===== src/rtl/lcd_panel_rx.sv =====
// Panel-side receiver for the 8080-style 8-bit LCD write bus: decodes window setup
// and memory-write commands into addressed RGB565 pixel strobes, and generates fmark.
module lcd_panel_rx #(
  parameter int unsigned CW           = 9,
  parameter int unsigned WIDTH        = 320,
  parameter int unsigned HEIGHT       = 240,
  parameter logic [15:0] FMARK_PERIOD = 16'd2000,
  parameter int unsigned FMARK_WIDTH  = 8
) (
  input  logic          clk,
  input  logic          rst,
  input  logic [7:0]    lcd_d,
  input  logic          lcd_rs,
  input  logic          lcd_wr_n,
  output logic          lcd_fmark,
  output logic          ev_valid,
  output logic          ev_rs,
  output logic [7:0]    ev_data,
  output logic          px_valid,
  output logic [CW-1:0] px_x,
  output logic [CW-1:0] px_y,
  output logic [15:0]   px_data,
  output logic [CW-1:0] win_sc,
  output logic [CW-1:0] win_ec,
  output logic [CW-1:0] win_sp,
  output logic [CW-1:0] win_ep
);

  typedef enum logic [2:0] {IDLE, CASET, PASET, RAMWR, OTHER} state_t;

  state_t        state, state_nx;
  logic [7:0]    d_s1, d_s2;
  logic          rs_s1, rs_s2, wr_s1, wr_s2, wr_prev;
  logic          wr_rise;
  logic [2:0]    idx;
  logic [7:0]    hi_byte;
  logic [CW-1:0] start_val, x, y;
  logic [15:0]   fm_cnt;

  // wr_n synchronizer and its history reset high so reset release is not an edge
  always_ff @(posedge clk or negedge rst) begin
    if (!rst) begin
      d_s1    <= '0;
      d_s2    <= '0;
      rs_s1   <= 1'b0;
      rs_s2   <= 1'b0;
      wr_s1   <= 1'b1;
      wr_s2   <= 1'b1;
      wr_prev <= 1'b1;
    end else begin
      d_s1    <= lcd_d;
      d_s2    <= d_s1;
      rs_s1   <= lcd_rs;
      rs_s2   <= rs_s1;
      wr_s1   <= lcd_wr_n;
      wr_s2   <= wr_s1;
      wr_prev <= wr_s2;
    end
  end

  assign wr_rise = wr_s2 & ~wr_prev;

  always_ff @(posedge clk or negedge rst) begin
    if (!rst) state <= IDLE;
    else      state <= state_nx;
  end

  always_comb begin
    state_nx = state;
    if (wr_rise && !rs_s2) begin
      case (d_s2)
        8'h2A:        state_nx = CASET;
        8'h2B:        state_nx = PASET;
        8'h2C, 8'h3C: state_nx = RAMWR;
        default:      state_nx = OTHER;
      endcase
    end
  end

  // hi_byte doubles as the pixel-pair latch and the pending high byte of a coordinate
  always_ff @(posedge clk or negedge rst) begin
    if (!rst) begin
      ev_valid  <= 1'b0;
      ev_rs     <= 1'b0;
      ev_data   <= '0;
      px_valid  <= 1'b0;
      px_x      <= '0;
      px_y      <= '0;
      px_data   <= '0;
      win_sc    <= '0;
      win_ec    <= CW'(WIDTH - 1);
      win_sp    <= '0;
      win_ep    <= CW'(HEIGHT - 1);
      idx       <= '0;
      hi_byte   <= '0;
      start_val <= '0;
      x         <= '0;
      y         <= '0;
    end else begin
      ev_valid <= wr_rise;
      px_valid <= 1'b0;
      if (wr_rise) begin
        ev_rs   <= rs_s2;
        ev_data <= d_s2;
        if (!rs_s2) begin
          idx     <= '0;
          hi_byte <= '0;
          if (d_s2 == 8'h2C) begin
            x <= win_sc;
            y <= win_sp;
          end
        end else begin
          case (state)
            CASET, PASET: begin
              if (idx != 3'd4) begin
                idx <= idx + 3'd1;
                case (idx[1:0])
                  2'd0, 2'd2: hi_byte <= d_s2;
                  2'd1:       start_val <= CW'({hi_byte, d_s2});
                  2'd3: begin
                    if (state == CASET) begin
                      win_sc <= start_val;
                      win_ec <= CW'({hi_byte, d_s2});
                    end else begin
                      win_sp <= start_val;
                      win_ep <= CW'({hi_byte, d_s2});
                    end
                  end
                endcase
              end
            end
            RAMWR: begin
              idx <= {2'b00, ~idx[0]};
              if (!idx[0]) begin
                hi_byte <= d_s2;
              end else begin
                px_valid <= 1'b1;
                px_x     <= x;
                px_y     <= y;
                px_data  <= {hi_byte, d_s2};
                if (x == win_ec) begin
                  x <= win_sc;
                  y <= (y == win_ep) ? win_sp : y + CW'(1);
                end else begin
                  x <= x + CW'(1);
                end
              end
            end
            default: ;
          endcase
        end
      end
    end
  end

  always_ff @(posedge clk or negedge rst) begin
    if (!rst) begin
      fm_cnt    <= '0;
      lcd_fmark <= 1'b0;
    end else if (FMARK_PERIOD == 16'd0) begin
      fm_cnt    <= '0;
      lcd_fmark <= 1'b0;
    end else begin
      lcd_fmark <= (fm_cnt < 16'(FMARK_WIDTH));
      fm_cnt    <= (fm_cnt == FMARK_PERIOD - 16'd1) ? '0 : fm_cnt + 16'd1;
    end
  end

endmodule


===== config.mk =====
export PLATFORM = sky130hd
export DESIGN_NAME = lcd_panel_rx
export DESIGN_NICKNAME = d
export VERILOG_FILES = /design/src/rtl/lcd_panel_rx.sv
export SDC_FILE = /design/constraint.sdc
export NUM_CORES = 1
export LEC_CHECK = 0
export BUFFER_PORTS_ARGS = -buffer_cell sky130_fd_sc_hd__buf_2
export CAP_MARGIN = 10
export CORE_UTILIZATION = 52
export DETAILED_ROUTE_END_ITERATION = 7
export PLACE_DENSITY = 0.76
export SYNTH_ARGS = -nofsm -noshare
export SYNTH_HDL_FRONTEND = slang
export SYNTH_SLANG_ARGS = --single-unit

===== constraint.sdc =====
create_clock -name clk -period 2.1 [get_ports clk]
set_input_delay 0 -clock clk [delete_from_list [all_inputs] [get_ports clk]]
set_output_delay 0 -clock clk [all_outputs]
set_load 0.005 [all_outputs]

# Word-level counts from Yosys, hierarchy flattened
# Index checks and enable logic that the tools add are counted.
# word_totals
in_bits	12
output_inout_bits	82
reg_bits	160
# op_classes
n_lt_le_gt_ge	1
addsub	4
bitwise	4
n_mux	25
eq_ne	21
reduce_logical	15
# ops
operator	n
9-bit 2-to-1 mux	11
8-bit by 6-bit equality test with 1-bit output, second input constant	4
8-bit 2-to-1 mux	4
9-bit by 1-bit adder with 9-bit output, second input constant	2
9-bit equality test	2
16-bit by 1-bit adder with 16-bit output, second input constant	1
16-bit by 11-bit equality test with 1-bit output, second input constant	1
16-bit by 4-bit < comparator with 1-bit output, second input constant	1
16-bit 2-to-1 mux	1
8-bit case mux with 2 select lines	1
5-bit AND reduction	3
6-bit AND reduction	2
3-bit inequality test, second input constant	3
3-bit case mux with 3 select lines	1
4-bit AND reduction	2
3-bit by 2-bit equality test with 1-bit output, second input constant	2
3-bit 2-to-1 mux	2
2-bit by 1-bit inequality test with 1-bit output, second input constant	3
3-bit case mux with 2 select lines	1
2-bit OR reduction	3
2-bit equality test, second input constant	2
1-bit 2-to-1 mux	4
3-bit by 1-bit adder with 3-bit output, second input constant	1
3-bit by 1-bit equality test with 1-bit output, second input constant	1
other kinds (10)	12

# Logic depth before layout (Yosys ltp)
# Gate-level depths: netlist of run 1.
# depth
depth_word	6
mapped_depth	10

# Least setup slack after synthesis of run 1
# OpenSTA, ideal clock, no wires.
# synth_timing
path_kind	register to register
from	register wr_s2
to	register y[7]
t_required_ns	1.968
n_path_buf	1
slack_ns	0.148
arrival_ns	1.820
stages_incl_launch_ff	7
path_cell_list	dfstp_2 -> or3b_1 -> buf_2 -> nor4_4 -> a41o_4 -> nor2_1 -> or3b_1
# synth_via
elab_chain_cells	2
# synth_rtl
item	line	text
from (decl)	33	logic rs_s1, rs_s2, wr_s1, wr_s2, wr_prev;
from (signal assigned)	56	wr_s2 <= wr_s1;
1-bit bitwise AND	61	assign wr_rise = wr_s2 & ~wr_prev;
5-bit AND reduction (no line)	--	
to (signal assigned)	110	y <= win_sp;
to (signal assigned)	143	y <= (y == win_ep) ? win_sp : y + CW'(1);
to (decl)	37	logic [CW-1:0] start_val, x, y;
# Every way passes these cells.
# A chain may end at the register's enable or synchronous reset.

# Worst setup path in the final report of run 1
# layout_timing
from	register d_s2[6]
to	register y[7]
# layout_via
elab_chain_cells	3
# layout_rtl
item	line	text
from (decl)	32	logic [7:0] d_s1, d_s2;
from (signal assigned)	52	d_s2 <= d_s1;
8-bit by 6-bit equality test with 1-bit output	108	if (d_s2 == 8'h2C) begin
2-bit nonzero test (no line)	--	
5-bit AND reduction (no line)	--	
# Every way passes these cells.

==> run metrics, run 1 <==
synth unique cells=59; Synth Area per Inst=12.1 sq um; Initial Util=0.533; Leak=4.58 nW; skew final=0.0123 ns; combinational group share of total power=0.052; maximum clock insertion buffer count=2; overall power=6.86 mW; sequential fraction of design power=0.469; clock-pin slew on the worst setup and hold paths=0.07 ns; initial antenna violation count=0; TritonRoute pass-1 iters=4; Setup WS post-layout=-0.000516 ns; Worst Setup End Kind=flop; clock power share=0.480; grt ovf=0; NumNets Final=744; gpl congestion=0.915; CP delay by family, top=simple AND/OR/NAND/NOR gates; Buf/Inv on CP=0; Inst Count DP=869; Core ar.=13200 sq um; Worst setup SP type=flop; vias in the first global route=5070; H-tree levels=4; post-layout min period=2.10 ns; largest net degree at the start of global routing=68; share of cells above drive strength 1=0.389; # fillers=1036; syn nets=601; commonest non-fill, non-tap cells in the layout=143 x dfrtp_1, 92 x buf_2, 80 x mux2_2; Setup violations, final=1; die height=118 um; fmax=0.476 GHz; sequential fraction of the synthesis area=0.570; die area=14000 sq um; peak supply drop=0.672 mV; yosys warns=0; failing checks=negative setup slack; PortBufs=93; RSZ-0062 raised after global routing=true; Detailed Route Iter0 Violations=257; area delta synth->final=23.9%; status=finished, violations left; synthesized area=7060 sq um; Worst Setup Path Type=reg2reg; Routed Antenna Nets=0; Syn Inst Count=582; DRC viols=0; Worst EP arrival=2.40 ns; Total Routed Length=16300 um; Die X=118 um; TritonCTS buffer count=17; Non-Filler Instances=914; CP Cell Sequence=or4bb_4 > nor4_4 > a41o_4 > nor2_2 > or3b_1; # rows=42; max-cap violation count=0; pins over their slew limit=0; Tightest Pin Transition=0.637 ns; Ports=94; Post-synth EDFFs=0; first-pass GRT wire length=26300 um; Root Buffer=clkbuf_16; vias per std cell=5.53; sw frac=0.227; Pint=5.30 mW; worst-path fanout max=4; Worst Path Required=2.40 ns; GRT Resource Usage Total=0.246; HPWL after DPL=11200 um; worst-skew pair later-pin latency=0.43 ns; crit share post-route=1.00; hold crit path type=in2async; Final Hold Fails=0; commonest non-fill, non-tap cell in the layout=dfrtp_1; routed len/inst=17.9 um; CTS sink cnt=160; ys async rst share=1.00; ANT cells=0; Pwr Density=785 nW/um^2; Crit-path slowest cell=or4bb_4; Top FF cell, synth=dfrtp_1; sw power=1.56 mW; slowest stage delay, CP=0.58 ns; Slew Limit Headroom=0.576; total number of vias=5053; hold slack=0.133 ns; CTS tree=built; Synth Register Bits=160
per-layer routing:
metal  share of wire  track usage  vias to the layer above  wire length [um]
met5               0            0                        -                 0
met4           0.025        0.104                        0               402
met3           0.040       0.0487                       36               651
met2            0.50        0.401                      167              8140
met1            0.44        0.322                     2531              7120
li1                -            -                     2319                 -
path summary, 6_finish.rpt:
| path | start | endpoint | slack (ns) | cells after the start |
|---|---|---|---|---|
| min reg2reg | d_s1[6] | d_s2[6] | 0.34 | 0 |
| max | d_s2[6] | y[7] | -0.0005 | 5 |
| max reg2reg | d_s2[6] | y[7] | -0.0005 | 5 |
| min in group clk | lcd_d[4] | d_s1[4] | 0.21 | 2 |
| max in group asynchronous | rst | wr_s2 | 1.17 | 3 |
| min | rst | px_y[6] | 0.13 | 2 |
final cells by class:
class,instances,area (sq um),share of cell area
inverters,26,97.6,0.0112
multi-input cells,369,2800,0.320
clock buffers,17,425,0.0487
repair buffers,151,963,0.110
clock inverters,15,210,0.0241
well taps,176,220,0.0252
flip-flops and latches,160,4030,0.461
registers in the layout, summed over array words and instances (netlist names), 8 cells and up:
register	cells
win_sc	9
px_data	16
hi_byte	8
start_val	9
ev_data	8
x	9
px_y	9
fm_cnt	16
win_sp	9
win_ec	9
win_ep	9
y	9
d_s1	8
px_x	9
d_s2	8
cell families (layout without fill, tap and decap cells):
group	after synthesis	count (layout)	synth area share
muxes	92	92	0.145
buffers and inverters	53	209	0.0351
adders and majority gates	7	7	0.0124
and+or+nand+nor	173	173	0.130
xor gates and xnor gates	32	32	0.0397
DFF	160	160	0.570
AOI/OAI and AO/OA	65	65	0.0676
per-stage QoR:
step                      utilization    TNS, ns  worst slack [ns]  instance area [sq um]
final                           0.660  -0.000516         -0.000516                   8740
after global routing            0.660     -0.149           -0.0788                   8740
after CTS                       0.657          0            0.0427                   8710
after detailed placement        0.601          0            0.0541                   7960
after global placement          0.601          0             0.105                   7960
after floorplan                     -          0             0.148                   7060
power groups by stage:
stage / logic (mW) / registers (mW) / clock network [mW]
2_1_floorplan: 0.142 / 3.27 / 0
3_3_place_gp: 0.326 / 3.27 / 0
3_5_place_dp: 0.337 / 3.27 / 0
4_1_cts: 0.355 / 3.21 / 3.34
5_1_grt: 0.395 / 3.22 / 3.47
6_report: 0.354 / 3.21 / 3.29
Yosys cell counts, types with 2 or more instances:
| library cell | instances | area (sq um) |
|---|---|---|
| nand2_1 | 60 | 225 |
| xnor2_1 | 8 | 70.1 |
| nor2_1 | 24 | 90.1 |
| o21ai_0 | 17 | 85.1 |
| buf_4 | 2 | 15.0 |
| and3_1 | 8 | 50.1 |
| nand3_1 | 22 | 110 |
| a31oi_1 | 5 | 31.3 |
| nor4_4 | 2 | 42.5 |
| mux2_2 | 80 | 901 |
| nor2b_1 | 9 | 56.3 |
| buf_6 | 4 | 45.0 |
| nand4_1 | 9 | 56.3 |
| buf_2 | 8 | 40.0 |
| or3b_1 | 3 | 26.3 |
| a22oi_1 | 6 | 45.0 |
| nor3_1 | 7 | 35.0 |
| clkbuf_1 | 12 | 45.0 |
| nor3b_1 | 2 | 15.0 |
| xor2_1 | 24 | 210 |
| a21oi_1 | 9 | 45.0 |
| and2_1 | 5 | 31.3 |
| inv_1 | 24 | 90.1 |
| o211ai_1 | 6 | 45.0 |
| nand4b_1 | 2 | 17.5 |
| ha_1 | 7 | 87.6 |
| or2_2 | 2 | 12.5 |
| or3_1 | 3 | 18.8 |
| mux2i_1 | 12 | 120 |
| a311oi_1 | 4 | 35.0 |
| nor4_1 | 4 | 25.0 |
| dfrtp_1 | 143 | 3580 |
| and4_1 | 2 | 17.5 |
| dfstp_2 | 17 | 447 |
| a41o_1 | 6 | 60.1 |
what timing repair did:
item	CTS	global route
endpoints found under the hold margin	72	0
endpoints found under the setup margin	0	14
resized for setup	0	5
hold buffers	11	0
setup buffers	0	2
No activity file was read; power rests on OpenSTA's default activity.
==> run 2: changes to the inputs <==
--- a/config.mk
+++ b/config.mk
@@ -9,6 +9,7 @@
 export CAP_MARGIN = 10
 export CORE_UTILIZATION = 52
 export DETAILED_ROUTE_END_ITERATION = 7
+export MAX_ROUTING_LAYER = met4
 export PLACE_DENSITY = 0.76
 export SYNTH_ARGS = -nofsm -noshare
 export SYNTH_HDL_FRONTEND = slang
==> run 2 against run 1 <==
Against the previous run:
- the flow now finishes without violations
- sequential share of layout area is 0.55 points higher
- via count is 0.59% higher
- flip-flop and latch count unchanged
- power shrank 6.1%
==> run metrics, run 2 (synthesis gave the netlist of run 1 again) <==
Slew Limit Headroom=0.600 (+0.0242); commonest non-fill, non-tap cell in the layout=dfrtp_1; Crit-path slowest cell=dfrtp_1; grt ovf=0 (unchanged); gpl congestion=0.886 (-3.2%); routed len/inst=17.7 um (-1.1%); Worst Path Required=2.40 ns (about the same); overall power=6.44 mW (-6.1%); Die X=118 um (unchanged); CTS sink cnt=160 (unchanged); TritonCTS buffer count=17 (unchanged); final core occ=0.652 (-0.00784); NumNets Final=743 (-0.13%); H-tree levels=4 (unchanged); sw frac=0.235 (+0.00815); pins over their slew limit=0 (unchanged); Worst Setup End Kind=flop; Area after DPL=7950 sq um (-0.16%); post-CTS setup buffer count=0 (unchanged); PortBufs=93 (unchanged); maximum clock insertion buffer count=2 (unchanged); fmax=0.495 GHz (+3.9%); Worst EP arrival=2.32 ns (-0.08 ns); Ports=94 (unchanged); vias per std cell=5.57 (+0.70%); max-cap violation count=0 (unchanged); Setup WS post-layout=0.0778 ns (+0.0784 ns); largest net degree at the start of global routing=66 (-2.9%); initial antenna violation count=0 (unchanged); commonest non-fill, non-tap cells in the layout=143 x dfrtp_1, 92 x buf_2, 80 x mux2_2; Leak=4.53 nW (-1.2%); Pwr Density=746 nW/um^2 (-4.9%); Core ar.=13200 sq um (unchanged); Root Buffer=clkbuf_16; area delta synth->final=22.4%; first-pass GRT wire length=25400 um (-3.6%); # rows=42 (unchanged); Pint=4.93 mW (-7.1%); skew final=0.00902 ns (-0.00330 ns); Worst setup SP type=flop; pre-CTS WS=0.0588 ns (+0.00479 ns); Total Routed Length=16100 um (-1.2%); HPWL after DPL=11100 um (-0.54%); Worst Setup Path Type=reg2reg; worst-skew pair later-pin latency=0.43 ns (about the same); DRC viols=0 (unchanged); largest registers=fm_cnt (16), px_data (16); Setup violations, final=0 (-1); Post-Layout Inst Area=8640 sq um (-1.2%); die area=14000 sq um (unchanged); share of cells above drive strength 1=0.383 (-0.00626); Detailed Route Iter0 Violations=293 (+14%); setup TNS=0 ns (+0.000516 ns); peak supply drop=0.615 mV (-8.5%); Non-Filler Instances=913 (-0.11%); Initial Util=0.533 (unchanged); combinational group share of total power=0.054 (+0.002); clock power share=0.447 (-0.033); Inst Count DP=869 (unchanged); total number of vias=5083 (+0.59%); GRT Resource Usage Total=0.246 (about the same); Tightest Pin Transition=0.600 ns (-0.0362 ns); hold slack=0.131 ns (-0.00247 ns); CTS tree=built; TritonRoute pass-1 iters=5 (+1); RSZ-0062 raised after global routing=false; CP Cell Sequence=xor2_1 > nor3_2 > nand3_1 > and4_1 > or3b_1; vias in the first global route=4912 (-3.1%); worst-path fanout max=7 (+3); sw power=1.51 mW (-2.7%); slowest stage delay, CP=0.47 ns (-0.11 ns); die height=118 um (unchanged); clock-pin slew on the worst setup and hold paths=0.06 ns (about the same); crit share post-route=0.963 (-0.0373); post-layout min period=2.02 ns (-0.0784 ns); sequential fraction of design power=0.499 (+0.030); ANT cells=0 (unchanged); status=finished clean; Final Hold Fails=0 (unchanged); Routed Antenna Nets=0 (unchanged); hold crit path type=in2async
==> run 2: final cells by class <==
type	count	area, sq um
Inverter	26	97.6
Clock inverter	12	114
Timing Repair Buffer	150	951
Tap cell	176	220
Clock buffer	20	437
Fill cell	1025	4610
Multi-Input combinational cell	369	2790
Sequential cell	160	4030
==> run 2: per-layer routing <==
metal | GRT usage | routed length, um
met1 | 0.313 | 7140
met2 | 0.387 | 7950
met3 | 0.0560 | 711
met4 | 0.0918 | 314
met5 | - | 0
==> run 2: worst paths after layout <==
check	from	end	slack, ns	cells past startpoint
worst max-delay path	y[2]	y[8]	0.08	5
worst min-delay path	rst	px_y[1]	0.13	2
worst max register to register	y[2]	y[8]	0.08	5
worst min register to register	d_s1[7]	d_s2[7]	0.35	0
max in group asynchronous	rst	wr_s2	1.24	3
min in group clk	lcd_d[7]	d_s1[7]	0.21	2
==> run 2: critical path, delay by kind of cell (launching register included) <==
kind	cells	cell delay (ns)
simple gates	4	1.23
flops	1	0.47
xor+xnor	1	0.19
==> run 2: timing repair <==
action                                  in CTS  in global routing
hold endpoints to repair                    71                  0
gates resized for setup                      0                  4
hold buffers                                11                  0
endpoints found under the setup margin       0                 10
==> run 2: power by group through the flow <==
| stage | logic [mW] | registers, mW | clock network, mW |
|---|---|---|---|
| 6_report | 0.349 | 3.21 | 2.88 |
| 5_1_grt | 0.387 | 3.22 | 3.08 |
| 4_1_cts | 0.354 | 3.21 | 2.93 |
| 3_5_place_dp | 0.334 | 3.27 | 0 |
| 3_3_place_gp | 0.321 | 3.27 | 0 |
| 2_1_floorplan | 0.142 | 3.27 | 0 |
==> run 3: changes to the inputs <==
--- a/config.mk
+++ b/config.mk
@@ -7,10 +7,10 @@
 export LEC_CHECK = 0
 export BUFFER_PORTS_ARGS = -buffer_cell sky130_fd_sc_hd__buf_2
 export CAP_MARGIN = 10
-export CORE_UTILIZATION = 52
+export CORE_UTILIZATION = 62
 export DETAILED_ROUTE_END_ITERATION = 7
 export MAX_ROUTING_LAYER = met4
-export PLACE_DENSITY = 0.76
+export PLACE_DENSITY = 0.85
 export SYNTH_ARGS = -nofsm -noshare
 export SYNTH_HDL_FRONTEND = slang
 export SYNTH_SLANG_ARGS = --single-unit
==> constraint.sdc (replaced) <==
create_clock -name clk -period 2.4 [get_ports clk]
set_input_delay 0 -clock clk [delete_from_list [all_inputs] [get_ports clk]]
set_output_delay 0 -clock clk [all_outputs]
set_load 0.005 [all_outputs]
==> run 3 against run 2 <==
Against the previous run:
- core utilization increased by 12 points
- flip-flop and latch count unchanged
- critical path depth increased by 2
- hold slack got worse by 0.0011 ns
- routed wire length increased by 1.7%
- combinational power decreased by 19%
- register-to-register slack improved by 0.08 ns
- worst setup slack improved by 0.077 ns
==> run metrics, run 3 (synthesis gave the netlist of run 1 again) <==
initial antenna violation count=0 (unchanged); Tightest Pin Transition=0.875 ns (+0.275 ns); Setup WS post-layout=0.154 ns (+0.0765 ns); peak supply drop=0.683 mV (+11%); Final Hold Fails=0 (unchanged); share of cells above drive strength 1=0.360 (-0.0231); Slew Limit Headroom=0.414 (-0.185); GRT Resource Usage Total=0.308 (+0.0618); worst-skew pair later-pin latency=0.42 ns (about the same); post-CTS setup buffer count=0 (unchanged); Pwr Density=691 nW/um^2 (-7.4%); commonest non-fill, non-tap cell in the layout=dfrtp_1; pre-CTS WS=0.186 ns (+0.127 ns); vias in the first global route=5073 (+3.3%); pins over their slew limit=0 (unchanged); H-tree levels=4 (unchanged); post-layout min period=2.25 ns (+0.223 ns); Worst Path Required=2.73 ns (+0.33 ns); setup TNS=0 ns (unchanged); gpl congestion=0.897 (+1.3%); overall power=5.83 mW (-9.5%); largest net degree at the start of global routing=69 (+4.5%); routed len/inst=19.2 um (+9.0%); vias per std cell=5.95 (+6.9%); clock-pin slew on the worst setup and hold paths=0.06 ns (about the same); Worst setup SP type=flop; RSZ-0062 raised after global routing=false; skew final=0.0119 ns (+0.00288 ns); Initial Util=0.642 (+0.110); die height=109 um (-8.3%); HPWL after DPL=10900 um (-1.8%); Ports=94 (unchanged); Worst Setup Path Type=reg2reg; first-pass GRT wire length=26000 um (+2.7%); NumNets Final=718 (-3.4%); commonest non-fill, non-tap cells in the layout=143 x dfrtp_1, 92 x buf_2, 80 x mux2_2; hold crit path type=in2async; grt ovf=0 (unchanged); Die X=109 um (-8.3%); Root Buffer=clkbuf_16; max-cap violation count=0 (unchanged); TritonCTS buffer count=17 (unchanged); total number of vias=5072 (-0.22%); die area=11800 sq um (-16%); Worst EP arrival=2.58 ns (+0.26 ns); Core ar.=11000 sq um (-17%); Detailed Route Iter0 Violations=384 (+31%); # fillers=682 (-33%); DRC viols=0 (unchanged); ANT cells=0 (unchanged); maximum clock insertion buffer count=2 (unchanged); PortBufs=93 (unchanged); status=finished clean; TritonRoute pass-1 iters=5 (unchanged); # rows=38 (-9.5%); Worst Setup End Kind=flop; Setup violations, final=0 (unchanged); Leak=4.44 nW (-1.8%); CTS tree=built; worst-path fanout max=27 (+20); CTS sink cnt=160 (unchanged); fmax=0.445 GHz (-10%); Routed Antenna Nets=0 (unchanged); largest registers=fm_cnt (16), px_data (16); crit share post-route=0.936 (-0.0273); Total Routed Length=16400 um (+1.7%); area delta synth->final=19.7%
## run 3: cell types whose count changed in the layout (fill, tap and decap cells not counted), moves of 2 or more
cell,before,now
buf_4,42,20
buf_6,3,1
clkbuf_8,0,5
clkinvlp_4,4,1
## run 3: where the power goes
| group | total, mW | switching (mW) | internal (mW) |
|---|---|---|---|
| clock network | 2.73 | 1.05 | 1.67 |
| registers | 2.83 | 0.0561 | 2.77 |
| logic | 0.283 | 0.181 | 0.102 |
## run 3: worst max-delay path: stages, from the launching register on
cell and delay [ns]:
dfrtp_1 0.56, nand3b_1 0.19, or3_1 0.41, buf_4 0.28, a31oi_1 0.19, buf_4 0.20, a21oi_1 0.10, o21ai_0 0.22
## run 3: stage by stage
step                instances  instance area (sq um)  utilization  hold WS (ns)
floorplan                 582                   7060            -        -0.296
global placement          809                   7720        0.703        0.0284
detailed placement        809                   7720        0.703        0.0310
CTS                       852                   8440        0.768         0.157
global route              852                   8450        0.769         0.192
finish                    852                   8450        0.769         0.130
## run 3: path summary, 6_finish.rpt
kind	startpoint	endpoint	slack, ns	depth (start not counted)
worst min-delay path	rst	px_y[4]	0.13	2
worst min register to register	d_s1[2]	d_s2[2]	0.35	0
max in group asynchronous	rst	hi_byte[3]	1.45	3
worst max-delay path	state[1]	x[5]	0.15	7
min in group clk	lcd_d[1]	d_s1[1]	0.22	2
worst max register to register	state[1]	x[5]	0.15	7
## run 3: final cells by class
type | count | area [sq um] | area share
clock buffers | 24 | 502 | 0.0594
flip-flops and latches | 160 | 4030 | 0.477
inverters | 26 | 97.6 | 0.0116
clock inverters | 8 | 104 | 0.0123
multi-input cells | 369 | 2790 | 0.330
well taps | 140 | 175 | 0.0207
repair buffers | 125 | 752 | 0.0890
## run 3: metal layers
metal | share of wire | vias to the layer above | GRT usage
met5 | 0 | - | -
met3 | 0.052 | 48 | 0.0663
met4 | 0.030 | 0 | 0.125
met1 | 0.41 | 2542 | 0.380
li1 | - | 2278 | -
met2 | 0.50 | 204 | 0.497
## run 3: what timing repair did
action,4_1_cts,5_1_grt
hold buffers,11,0
endpoints found under the setup margin,0,4
resized for setup,0,1
endpoints found under the hold margin,75,0
